### config.mk
export PLATFORM = sky130hd
export DESIGN_NAME = muldiv_hilo
export DESIGN_NICKNAME = d
export VERILOG_FILES = /design/src/rtl/muldiv_pkg.sv /design/src/rtl/muldiv_step.sv /design/src/rtl/muldiv_hilo.sv
export SDC_FILE = /design/constraint.sdc
export NUM_CORES = 1
export LEC_CHECK = 0
export CAP_MARGIN = 0
export CORE_UTILIZATION = 57
export CTS_CLUSTER_SIZE = 8
export DETAILED_ROUTE_END_ITERATION = 12
export MAX_ROUTING_LAYER = met4
export PLACE_DENSITY_LB_ADDON = 0.1
export SETUP_SLACK_MARGIN = 0.02
export SLEW_MARGIN = 10
export SYNTH_ARGS = -nofsm -noshare
export SYNTH_HDL_FRONTEND = slang
export SYNTH_SLANG_ARGS = --single-unit
### constraint.sdc
create_clock -name clk -period 5.9 [get_ports clk]
set_input_delay 1.475 -clock clk [delete_from_list [all_inputs] [get_ports clk]]
set_output_delay 1.475 -clock clk [all_outputs]
set_load 0.01 [all_outputs]
### src/rtl/muldiv_pkg.sv
// muldiv_pkg: shared constants, op encoding and state type for muldiv_hilo.
// Divide support is compiled in only when MULDIV_DIV_EN is defined.
package muldiv_pkg;

    localparam int XLEN = 32;
    localparam int ITER = 32;

    localparam logic [2:0] OP_MULT  = 3'b000;
    localparam logic [2:0] OP_MULTU = 3'b001;
    localparam logic [2:0] OP_DIV   = 3'b010;
    localparam logic [2:0] OP_DIVU  = 3'b011;
    localparam logic [2:0] OP_MTHI  = 3'b100;
    localparam logic [2:0] OP_MTLO  = 3'b101;

    typedef enum logic [1:0] {
        S_IDLE = 2'd0,
        S_CALC = 2'd1,
        S_FIX  = 2'd2
    } state_e;

    // Magnitude of v when treated as signed, raw v otherwise.
    function automatic logic [XLEN-1:0] mag(input logic [XLEN-1:0] v,
                                            input logic sgn);
        return (sgn && v[XLEN-1]) ? -v : v;
    endfunction

endpackage

### src/rtl/muldiv_step.sv
// muldiv_step: one combinational iteration of shift-add multiply or
// restoring divide (divide path present only with MULDIV_DIV_EN).
module muldiv_step
    import muldiv_pkg::*;
(
`ifdef MULDIV_DIV_EN
    input  logic                is_div,
`endif
    input  logic [2*XLEN-1:0]   acc_i,
    input  logic [XLEN-1:0]     opnd_i,
    output logic [2*XLEN-1:0]   acc_o
);

    logic [XLEN:0] sum;
`ifdef MULDIV_DIV_EN
    logic [XLEN:0] sh;
    logic [XLEN:0] diff;
`endif

    // Multiply: acc = {partial product, remaining multiplier bits}.
    // Divide: acc = {partial remainder, dividend/quotient shift reg}.
    always_comb begin
        sum   = {1'b0, acc_i[2*XLEN-1:XLEN]}
              + (acc_i[0] ? {1'b0, opnd_i} : '0);
        acc_o = {sum, acc_i[XLEN-1:1]};
`ifdef MULDIV_DIV_EN
        sh   = acc_i[2*XLEN-1:XLEN-1];
        diff = sh - {1'b0, opnd_i};
        if (is_div) begin
            if (!diff[XLEN])
                acc_o = {diff[XLEN-1:0], acc_i[XLEN-2:0], 1'b1};
            else
                acc_o = {sh[XLEN-1:0], acc_i[XLEN-2:0], 1'b0};
        end
`endif
    end

endmodule

### src/rtl/muldiv_hilo.sv
// muldiv_hilo: iterative multiply/divide unit owning HI/LO.
// Define MULDIV_DIV_EN to include div/divu; otherwise they are ignored.
module muldiv_hilo
    import muldiv_pkg::*;
#(
    parameter int W = XLEN
) (
    input  logic         clk,
    input  logic         rst,
    input  logic         start,
    input  logic [2:0]   op,
    input  logic [W-1:0] a,
    input  logic [W-1:0] b,
    output logic         busy,
    output logic         done,
    output logic         div0,
    output logic [W-1:0] hi,
    output logic [W-1:0] lo
);

    state_e          state_q, state_d;
    logic [4:0]      cnt_q, cnt_d;
    logic [2*W-1:0]  acc_q, acc_d, step_acc, prod_neg;
    logic [W-1:0]    opnd_q, opnd_d;
    logic            neg_lo_q, neg_lo_d;
    logic [W-1:0]    hi_q, hi_d, lo_q, lo_d;
    logic            done_q, done_d;
    logic            sgn;
`ifdef MULDIV_DIV_EN
    logic            is_div_q, is_div_d;
    logic            neg_hi_q, neg_hi_d;
    logic            div0_q, div0_d;
`endif

    muldiv_step u_step (
`ifdef MULDIV_DIV_EN
        .is_div (is_div_q),
`endif
        .acc_i  (acc_q),
        .opnd_i (opnd_q),
        .acc_o  (step_acc)
    );

    // Request decode, iteration control and sign-corrected commit.
    always_comb begin
        state_d  = state_q;
        cnt_d    = cnt_q;
        acc_d    = acc_q;
        opnd_d   = opnd_q;
        neg_lo_d = neg_lo_q;
        hi_d     = hi_q;
        lo_d     = lo_q;
        done_d   = 1'b0;
        sgn      = ~op[0];
        prod_neg = -acc_q;
`ifdef MULDIV_DIV_EN
        is_div_d = is_div_q;
        neg_hi_d = neg_hi_q;
`endif
        unique case (state_q)
            S_IDLE: begin
                if (start) begin
                    case (op)
                        OP_MULT, OP_MULTU: begin
                            acc_d    = {{W{1'b0}}, mag(b, sgn)};
                            opnd_d   = mag(a, sgn);
                            neg_lo_d = sgn & (a[W-1] ^ b[W-1]);
                            cnt_d    = '0;
                            state_d  = S_CALC;
`ifdef MULDIV_DIV_EN
                            is_div_d = 1'b0;
`endif
                        end
`ifdef MULDIV_DIV_EN
                        OP_DIV, OP_DIVU: begin
                            if (b == '0) begin
                                done_d = 1'b1;
                            end else begin
                                acc_d    = {{W{1'b0}}, mag(a, sgn)};
                                opnd_d   = mag(b, sgn);
                                neg_lo_d = sgn & (a[W-1] ^ b[W-1]);
                                neg_hi_d = sgn & a[W-1];
                                is_div_d = 1'b1;
                                cnt_d    = '0;
                                state_d  = S_CALC;
                            end
                        end
`endif
                        OP_MTHI: begin
                            hi_d   = a;
                            done_d = 1'b1;
                        end
                        OP_MTLO: begin
                            lo_d   = a;
                            done_d = 1'b1;
                        end
                        default: ;
                    endcase
                end
            end
            S_CALC: begin
                acc_d = step_acc;
                cnt_d = cnt_q + 5'd1;
                if (cnt_q == 5'(ITER - 1))
                    state_d = S_FIX;
            end
            S_FIX: begin
                hi_d    = neg_lo_q ? prod_neg[2*W-1:W] : acc_q[2*W-1:W];
                lo_d    = neg_lo_q ? prod_neg[W-1:0] : acc_q[W-1:0];
`ifdef MULDIV_DIV_EN
                if (is_div_q) begin
                    lo_d = neg_lo_q ? -acc_q[W-1:0] : acc_q[W-1:0];
                    hi_d = neg_hi_q ? -acc_q[2*W-1:W] : acc_q[2*W-1:W];
                end
`endif
                done_d  = 1'b1;
                state_d = S_IDLE;
            end
            default: state_d = S_IDLE;
        endcase
    end

`ifdef MULDIV_DIV_EN
    // div0 is re-evaluated on every accepted request and held otherwise.
    always_comb begin
        div0_d = div0_q;
        if (state_q == S_IDLE && start && op <= OP_MTLO)
            div0_d = (op == OP_DIV || op == OP_DIVU) && (b == '0);
    end
`endif

    // State registers with synchronous reset.
    always_ff @(posedge clk) begin
        if (rst) begin
            state_q  <= S_IDLE;
            cnt_q    <= '0;
            acc_q    <= '0;
            opnd_q   <= '0;
            neg_lo_q <= 1'b0;
            hi_q     <= '0;
            lo_q     <= '0;
            done_q   <= 1'b0;
`ifdef MULDIV_DIV_EN
            is_div_q <= 1'b0;
            neg_hi_q <= 1'b0;
            div0_q   <= 1'b0;
`endif
        end else begin
            state_q  <= state_d;
            cnt_q    <= cnt_d;
            acc_q    <= acc_d;
            opnd_q   <= opnd_d;
            neg_lo_q <= neg_lo_d;
            hi_q     <= hi_d;
            lo_q     <= lo_d;
            done_q   <= done_d;
`ifdef MULDIV_DIV_EN
            is_div_q <= is_div_d;
            neg_hi_q <= neg_hi_d;
            div0_q   <= div0_d;
`endif
        end
    end

    assign busy = (state_q != S_IDLE);
    assign done = done_q;
    assign hi   = hi_q;
    assign lo   = lo_q;
`ifdef MULDIV_DIV_EN
    assign div0 = div0_q;
`else
    assign div0 = 1'b0;
`endif

endmodule

==> metrics.md, run 1 <==
| Metric | Value |
|---|---|
| Combinational fraction of design power | `0.163` |
| CTS Buffer Depth | `2` |
| Flop2flop setup slack | `2230 ps` |
| Layout Nets | `1,571` |
| Die width | `143 um` |
| Fin. Hold Viols | `0` |
| Internal power | `1.94 mW` |
| Synth cell types | `74` |
| Vias per cell | `6.39` |
| Sw frac | `0.294` |
| Critical path, cell by cell | `clkdlybuf4s50_1 > or4_1 > or4_1 > or4_4 > o31ai_2 > xnor2_1 > nand2_1 > a21oi_1` |
| Crit path DAT | `4300 ps` |
| Clk pin slew, worst setup/hold paths | `60 ps` |
| Met2 usage | `0.577` |
| DRT iter0 DRCs | `967` |
| M3 GR Usage | `0.0433` |
| Core Footprint | `19,500 sq um` |
| Die Area | `20,400 sq um` |
| Clock share of power | `0.400` |
| # H-tree levels | `4` |
| Antenna violations before repair | `1` |
| WL final | `35.2 mm` |
| Fraction of synthesis flops using an asynchronous set or reset pin | `0` |
| Crit Path Max Fanout | `5` |
| Worst hold slack | `460 ps` |
| Crit-path leading delay family | `simple AND/OR/NAND/NOR gates` |
| Leak Pwr | `4.75 nW` |
| Max-slew violations | `0` |
| Peak supply drop | `0.184 mV` |
| Post-CTS sizing | `0` |
| Gpl congestion | `0.928` |
| Post-Place Setup Slack | `1560 ps` |
| # hold bufs at CTS | `0` |
| DR WL/cell | `20.2 um` |
| Routed Antenna Nets | `0` |
| I/O pin count | `137` |
| Layout area overhead | `17.7%` |
| Flop pwr share | `0.437` |
| Worst-Margin Slew | `1150 ps` |
| Critical path type | `primary input to flop` |
| Largest net degree at the start of global routing | `96` |
| Sw Pwr | `0.807 mW` |
| Global-route met1 utilization | `0.464` |
| Worst Hold Class | `flop to flop` |
| Area of the mapped netlist | `11,300 sq um` |
| CTS sink cnt | `169` |
| Final Setup Violations | `0` |
| Status | `complete, no violations` |
| Sequential area share after synthesis | `0.299` |
| Max-cap violation count | `0` |
| PD cells | `207 nW/um^2` |
| Worst-skew pair later-pin latency | `430 ps` |
| Root buf cell | `clkbuf_16` |
| Buffers on Ports | `135` |
| Top FF cell, synth | `dfxtp_1` |
| CP endpoint kind | `flop` |
| Gr usage total | `0.356` |
| Fin Clk Skew | `13.7 ps` |
| Fmax | `253 MHz` |
| Setup Buffers After CTS | `0` |
| Initial Utilization | `0.581` |
| Post-synth EDFFs | `0` |
| Worst slew margin | `0.230` |
| Rows | `51` |
| WP data required | `6240 ps` |
| Final setup margin | `1940 ps` |
| Vias in the first global route | `10.4k` |
| TritonCTS clock tree | `built` |
| Setup TNS | `0 ps` |
| Crit-path max cell delay | `620 ps` |
| DR pass1 iterations | `10` |
| First-pass GRT wire length | `55.1 mm` |
| Post-synthesis cell count | `1,398` |
| RSZ-0062 raised after global routing | `no` |
| Syn_nets | `1,506` |
| Gr ovfl total | `0` |
| Post-DP HPWL | `25.1 mm` |
| Syn_area_per_cell | `8.09 sq um` |
| Final Cycle Share | `0.671` |
| Synthesis Warnings | `0` |
| Fillers | `1,642` |
| Critical Path Source Type | `primary input` |
| Share of layout cells above drive strength 1 | `0.0658` |
| Post-route minimum period | `3960 ps` |
| Worst path buffer plus inverter count | `1` |
| Slowest cell on crit path | `or4_1` |
| CTS Buf Count | `17` |
| Die Height | `143 um` |
| Via count | `11.1k` |
| CP most frequent cell | `or4_1` |
| Register bit count reported by yosys | `169` |
| Gr busiest metal | `met2` |
| DR DRC count | `0` |
-- power by group through the flow --
stage | Sequential, mW | Combinational, mW | Clock [mW]
floorplan | 1.22 | 0.271 | 0
global placement | 1.22 | 0.433 | 0
detailed placement | 1.22 | 0.438 | 0
CTS | 1.20 | 0.441 | 1.10
global route | 1.20 | 0.480 | 1.15
finish | 1.20 | 0.448 | 1.10
-- per-stage QoR --
stage	power, mW	util	instances	area [sq um]
after CTS	2.74	0.684	1740	13300
after global placement	1.66	0.655	1709	12700
after detailed placement	1.66	0.655	1709	12700
after global routing	2.83	0.684	1741	13300
final	2.75	0.684	1741	13300
after floorplan	1.49	-	1398	11300
-- routing by layer --
metal	wire length, um	part of all wire
met1	15700	0.44
met2	16600	0.47
met3	2290	0.065
met4	671	0.019
met5	0	0
-- worst register-to-register path, stage by stage (launching register included) --
cell and delay, ps:
dfxtp_1 310, buf_4 350, and2_1 220, ha_1 230, inv_1 80, fa_1 390
nand2b_1 230, a21oi_1 360, o21ai_0 240, a41oi_1 500, a21boi_0 300, o311ai_0 360
-- cell usage after synthesis (all sizes together), types with 37 or more instances --
master,count,area [sq um]
ha,37,463
dfxtp,169,3380
nand2,106,400
xor2,56,490
o31ai,42,365
a211oi,57,428
o21ai,65,325
clkbuf,92,345
a22oi,43,323
xnor2,77,674
nor2,122,458
a21oi,105,526
-- sequential cells by signal, summed over array words and instances, names as in the netlist --
name	cells
acc_q	64
cnt_q	5
done	1
hi	32
lo	32
neg_lo_q	1
opnd_q	32
state_q	2
-- path summary, 6_finish.rpt --
path,from,end,cells after the start
setup / recovery,a[16],opnd_q[28],8
hold / removal,opnd_q[27],opnd_q[27],2
setup reg to reg,acc_q[0],acc_q[63],11
hold reg to reg,opnd_q[27],opnd_q[27],2
-- layout make-up --
cell class              count  area [sq um]  share of cell area
clock buffers              19           443              0.0333
flip-flops and latches    169          3380               0.254
inverters                  22          82.6             0.00621
multi-input cells        1100          7460               0.560
clock inverters            12           120             0.00903
diodes                      1          2.50            0.000188
well taps                 265           332              0.0249
repair buffers            153          1480               0.112
-- kinds of logic (layout without fill, tap and decap cells) --
kind of cell,Yosys count,in the layout,share of synthesized area
muxes,34,34,0.0301
DFF,169,169,0.299
buffers and inverters,129,206,0.0445
adders and majority gates,38,38,0.0427
other,1,2,0.000332
AOI/OAI and AO/OA,443,443,0.271
xor gates and xnor gates,133,133,0.103
and+or+nand+nor,451,451,0.209
-- placed cells by master (no fill, tap or decap), types with 9 or more instances in the layout --
cell and count:
nand2_1 105, ha_1 37, and2_1 33, xor2_1 56
o211ai_1 10, nor3_1 18, mux2i_1 34, o31ai_2 10
or4_1 23, a222oi_1 16, nor4_1 13, a21o_1 11
a22oi_1 43, nand3_1 27, a31oi_1 11, o41ai_1 12
nand4_1 14, clkdlybuf4s50_1 134, clkbuf_16 17, nand2b_1 14
o21ai_0 57, o21a_1 9, inv_1 22, o22ai_1 24
and3_1 12, a21oi_1 105, a211oi_1 57, or3_1 23
dfxtp_1 168, buf_4 19, nor2_1 121, o31ai_1 32
xnor2_1 77
Power figures use the tool's default switching activity.
==> run 2: changes to the inputs <==
Clock period 5.9 ns to 3.9 ns, I/O delays scaled along.
==> run 2 against run 1 <==
Compared with the run above:
- combinational power up 53%
- critical endpoint is now acc_q[56]
- worst hold slack improved by 3.5 ps
- setup slack got worse by 1400 ps
- non-clock buffer count grew 19
- first-iteration DRC count is 0.72% higher
- clock power up 54%
- clock skew decreased by 2.0 ps
- core utilization grew 1.0 points
==> metrics.md, run 2 (same netlist as run 1, synthesis figures left out) <==
| Metric | Value |
|---|---|
| Status | `complete, no violations` |
| Worst Hold Class | `flop to flop` |
| Root buf cell | `clkbuf_16` |
| DR WL/cell | `19.3 um` |
| # hold bufs at CTS | `0` |
| Die Height | `143 um` |
| Combinational fraction of design power | `0.163` |
| Vias per cell | `6.35` |
| CTS Buffer Depth | `2` |
| First-pass GRT wire length | `53.7 mm` |
| DR pass1 iterations | `8` |
| Die width | `143 um` |
| Fmax | `299 MHz` |
| Clock share of power | `0.403` |
| Core Footprint | `19,500 sq um` |
| # H-tree levels | `4` |
| Worst-Margin Slew | `1220 ps` |
| Sw frac | `0.288` |
| Crit path DAT | `3670 ps` |
| Layout Nets | `1,590` |
| Gr ovfl total | `0` |
| Final Setup Violations | `0` |
| Sw Pwr | `1.21 mW` |
| Fin Clk Skew | `11.7 ps` |
| Cell Area, Placed | `12,900 sq um` |
| Flop pwr share | `0.433` |
| Largest register FFs | `64` |
| CP endpoint kind | `flop` |
| Rows | `51` |
| Post-layout util | `0.694` |
| Final Cycle Share | `0.856` |
| Buffers on Ports | `135` |
| Internal power | `2.99 mW` |
| Setup Buffers After CTS | `0` |
| Die Area | `20,400 sq um` |
| Setup TNS | `0 ps` |
| Via count | `11.2k` |
| Antenna violations before repair | `1` |
| Leak Pwr | `4.87 nW` |
| Layout area overhead | `19.5%` |
| Largest net degree at the start of global routing | `144` |
| Max-slew violations | `0` |
| Post-CTS sizing | `0` |
| WP data required | `4230 ps` |
| Largest register by flop count | `acc_q` |
| Critical Path Source Type | `flop` |
| Most common cell after layout, fill and taps aside | `dfxtp_1` |
| Fillers | `1,629` |
| CTS sink cnt | `169` |
| Initial Utilization | `0.581` |
| Routed Antenna Nets | `0` |
| Peak supply drop | `0.209 mV` |
| RSZ-0062 raised after global routing | `no` |
| I/O pin count | `137` |
| Fin. Hold Viols | `0` |
| Crit Path Max Fanout | `32` |
| TritonCTS clock tree | `built` |
| Total power | `4.20 mW` |
| Max-cap violation count | `0` |
| Gpl congestion | `0.962` |
| Clk pin slew, worst setup/hold paths | `70 ps` |
| Post-DP HPWL | `24.8 mm` |
| Gr usage total | `0.347` |
| Post-route minimum period | `3340 ps` |
| DRT iter0 DRCs | `974` |
| Critical path type | `flop to flop` |
| WL final | `34.0 mm` |
| Worst hold slack | `464 ps` |
| CTS Buf Count | `17` |
| Most frequent cells in the layout | `dfxtp_1, clkdlybuf4s50_1, nor2_1` |
| Share of layout cells above drive strength 1 | `0.0789` |
| Worst slew margin | `0.188` |
| PD cells | `311 nW/um^2` |
| Vias in the first global route | `10.2k` |
| DR DRC count | `0` |
| Worst-skew pair later-pin latency | `430 ps` |
| Post-route cell area | `13,500 sq um` |
==> run 2: cell types whose count changed in the layout (fill, tap and decap cells not counted), sizes merged <==
cell	change
clkbuf	+1
clkinvlp	-1
buf	+19
inv	+1
==> run 2: layout make-up <==
class                   instances  area [sq um]  share of cell area
diodes                          1          2.50            0.000185
clock buffers                  20           467              0.0346
clock inverters                12           115             0.00852
inverters                      22          82.6             0.00612
multi-input cells            1100          7460               0.552
flip-flops and latches        169          3380               0.251
well taps                     265           332              0.0246
repair buffers                172          1660               0.123
==> run 2: critical path, stage by stage (launching register included) <==
cell	delay (ps)
dfxtp_1	460
buf_4	360
nand2_1	150
inv_1	80
ha_1	230
a211oi_1	530
o21a_1	220
o41a_1	170
a21oi_1	70
buf_4	160
and4b_1	230
or3_1	320
a32o_1	240
==> run 2: final timing paths <==
| kind | startpoint | endpoint | slack, ps | cells after the start |
|---|---|---|---|---|
| worst min register to register | opnd_q[31] | opnd_q[31] | 460 | 2 |
| worst max register to register | acc_q[0] | acc_q[56] | 560 | 12 |
| worst min-delay path | opnd_q[31] | opnd_q[31] | 460 | 2 |
| worst max-delay path | acc_q[0] | acc_q[56] | 560 | 12 |
==> run 2: routing by layer <==
layer / track usage / vias to the layer above / routed length (um)
met1: 0.458 / 5308 / 15200
met2: 0.547 / 459 / 15700
li1: - / 5358 / -
met5: - / - / 0
met3: 0.0486 / 56 / 2320
met4: 0.110 / 0 / 755
==> run 2: power by group through the flow <==
stage / logic, mW / clock network (mW) / registers [mW]
after global placement: 0.669 / 0 / 1.86
after floorplan: 0.410 / 0 / 1.84
after global routing: 0.737 / 1.78 / 1.82
after CTS: 0.678 / 1.70 / 1.82
final: 0.686 / 1.69 / 1.82
after detailed placement: 0.673 / 0 / 1.86
==> run 2: through the flow <==
step / setup slack, ps / cells
3_5_place_dp: 172 / 1728
3_3_place_gp: 209 / 1728
6_report: 561 / 1761
5_1_grt: 389 / 1761
4_1_cts: 605 / 1760
2_1_floorplan: 777 / 1398
==> run 3: changes to the inputs <==
--- a/config.mk
+++ b/config.mk
@@ -8,5 +8,6 @@
 export CAP_MARGIN = 0
-export CORE_UTILIZATION = 57
+export CORE_UTILIZATION = 50
 export CTS_CLUSTER_SIZE = 8
 export DETAILED_ROUTE_END_ITERATION = 12
+export GPL_ROUTABILITY_DRIVEN = 0
 export MAX_ROUTING_LAYER = met4
--- a/constraint.sdc
+++ b/constraint.sdc
@@ -3,2 +3,2 @@
 set_output_delay 0.975 -clock clk [all_outputs]
-set_load 0.01 [all_outputs]
+set_load 0.1 [all_outputs]
==> run 3 against run 2 <==
Compared with the run above:
- the run now ends with DRC left
- flip-flop and latch count unchanged
- non-clock buffer count up 10
- cell count up 1.4%
- routed wire length up 3.0%
- die area up 14%
- first-iteration DRC count down 7.4%
- core utilization down 7.8 points
- critical path depth down 2
- fmax down 2.2%
- via count down 0.98%
- critical endpoint is now acc_q[61]
- highest routed layer unchanged
==> metrics.md, run 3 (same netlist as run 1, synthesis figures left out) <==
| Metric | Value |
|---|---|
| Gr usage total | `0.306` |
| Most frequent cells in the layout | `dfxtp_1, clkdlybuf4s50_1, nor2_1` |
| TritonCTS clock tree | `built` |
| Setup Buffers After CTS | `0` |
| Fmax | `293 MHz` |
| Worst Hold Path Cells | `2` |
| Largest register FFs | `64` |
| First-pass GRT wire length | `55.5 mm` |
| Fin. Hold Viols | `0` |
| RSZ-0062 raised after global routing | `no` |
| Antenna violations before repair | `0` |
| Clk pin slew, worst setup/hold paths | `80 ps` |
| Antenna cells | `0` |
| Sw frac | `0.323` |
| DR WL/cell | `19.6 um` |
| # hold bufs at CTS | `0` |
| Critical path type | `flop to flop` |
| CTS sink cnt | `169` |
| Worst slew margin | `0.219` |
| DR pass1 iterations | `12` |
| Vias per cell | `6.20` |
| Worst-skew pair later-pin latency | `440 ps` |
| Largest net degree at the start of global routing | `68` |
| Max-cap violation count | `0` |
| Share of layout cells above drive strength 1 | `0.0857` |
| Max-slew violations | `0` |
| Core Footprint | `22,000 sq um` |
| Routed Antenna Nets | `0` |
| DR DRC count | `2` |
| Combinational fraction of design power | `0.185` |
| # H-tree levels | `4` |
| PD cells | `319 nW/um^2` |
| Worst Hold Class | `flop to flop` |
| Sw Pwr | `1.40 mW` |
| CTS Buffer Depth | `2` |
| CTS Buf Count | `17` |
| RR Endpoint | `acc_q[61]` |
| Leak Pwr | `4.92 nW` |
| CP endpoint kind | `flop` |
| Post-route minimum period | `3420 ps` |
| Post-CTS sizing | `0` |
| Clock share of power | `0.395` |
| Die Area | `23,200 sq um` |
| Violated checks | `DRC` |
| Gr ovfl total | `0` |
| R2r startpoint | `acc_q[0]` |
| WHS Endpoint | `opnd_q[0]` |
| Internal power | `2.93 mW` |
| FF-to-FF path depth | `10` |
| Critical Path Source Type | `flop` |
| Post-layout util | `0.616` |
| WP data required | `4230 ps` |
| Die Height | `152 um` |
| Via count | `11.1k` |
| WL final | `35.0 mm` |
| Worst hold start | `opnd_q[0]` |
| Crit path DAT | `3740 ps` |
| Final Cycle Share | `0.876` |
| Status | `finished, violations left` |
| Post-DP HPWL | `25.5 mm` |
| Root buf cell | `clkbuf_16` |
| I/O pin count | `137` |
| Layout area overhead | `20.0%` |
| Initial Utilization | `0.513` |
| Buffers on Ports | `135` |
| Worst hold slack | `459 ps` |
| Die width | `152 um` |
| Rows | `54` |
| Dpl cells | `1,753` |
| Layout Nets | `1,600` |
| Flop2flop setup slack | `480 ps` |
| Crit Path Max Fanout | `32` |
| DRT iter0 DRCs | `902` |
| Setup TNS | `0 ps` |
| Peak supply drop | `0.205 mV` |
| Fin Clk Skew | `16.1 ps` |
| Final Setup Violations | `0` |
| Fin cells | `1,785` |
| Flop pwr share | `0.421` |
| Vias in the first global route | `10.3k` |
| Worst-Margin Slew | `1170 ps` |
| Largest register by flop count | `acc_q` |
| Most common cell after layout, fill and taps aside | `dfxtp_1` |
## run 3: layer usage
metal,track usage,wire (um)
met4,0.0967,776
met3,0.0432,2280
met2,0.485,16100
met5,-,0
met1,0.403,15800
## run 3: cell type report
| cell class | count | area, sq um |
|---|---|---|
| clock buffers | 18 | 439 |
| clock inverters | 14 | 151 |
| fillers | 2007 | 8460 |
| inverters | 22 | 82.6 |
| multi-input cells | 1100 | 7460 |
| flip-flops and latches | 169 | 3380 |
| well taps | 280 | 350 |
| repair buffers | 182 | 1700 |
## run 3: power groups by stage
stage          clock [mW]  sequential, mW  combinational, mW
2_1_floorplan           0            1.94              0.418
6_report             1.71            1.82              0.799
5_1_grt              1.79            1.82              0.847
4_1_cts              1.72            1.82              0.791
3_3_place_gp            0            1.86              0.780
3_5_place_dp            0            1.86              0.787
## run 3: per-stage QoR
step | power [mW] | worst slack (ps) | instance area, sq um
6_report | 4.32 | 484 | 13600
4_1_cts | 4.33 | 566 | 13600
5_1_grt | 4.47 | 320 | 13600
2_1_floorplan | 2.35 | 777 | 11300
3_3_place_gp | 2.64 | 202 | 13000
3_5_place_dp | 2.64 | 185 | 13000
## run 3: critical path: stages (launching register included)
cell and delay [ps]:
dfxtp_1 430, buf_4 350, nand2_1 170, fa_1 440
nand2b_1 210, a21oi_1 400, o21ai_0 260, a21oi_1 390
o21ai_0 190, and4b_1 210, a221o_1 260
## run 3: how the worst max path moves through the flow
| stage | startpoint | endpoint | slack (ps) |
|---|---|---|---|
| after floorplan | a[8] | opnd_q[27] | 780 |
| after global placement | a[16] | opnd_q[27] | 200 |
| after detailed placement | a[16] | opnd_q[27] | 180 |
| after CTS | acc_q[0] | acc_q[61] | 570 |
| after global routing | acc_q[0] | acc_q[61] | 320 |
| final | acc_q[0] | acc_q[61] | 480 |
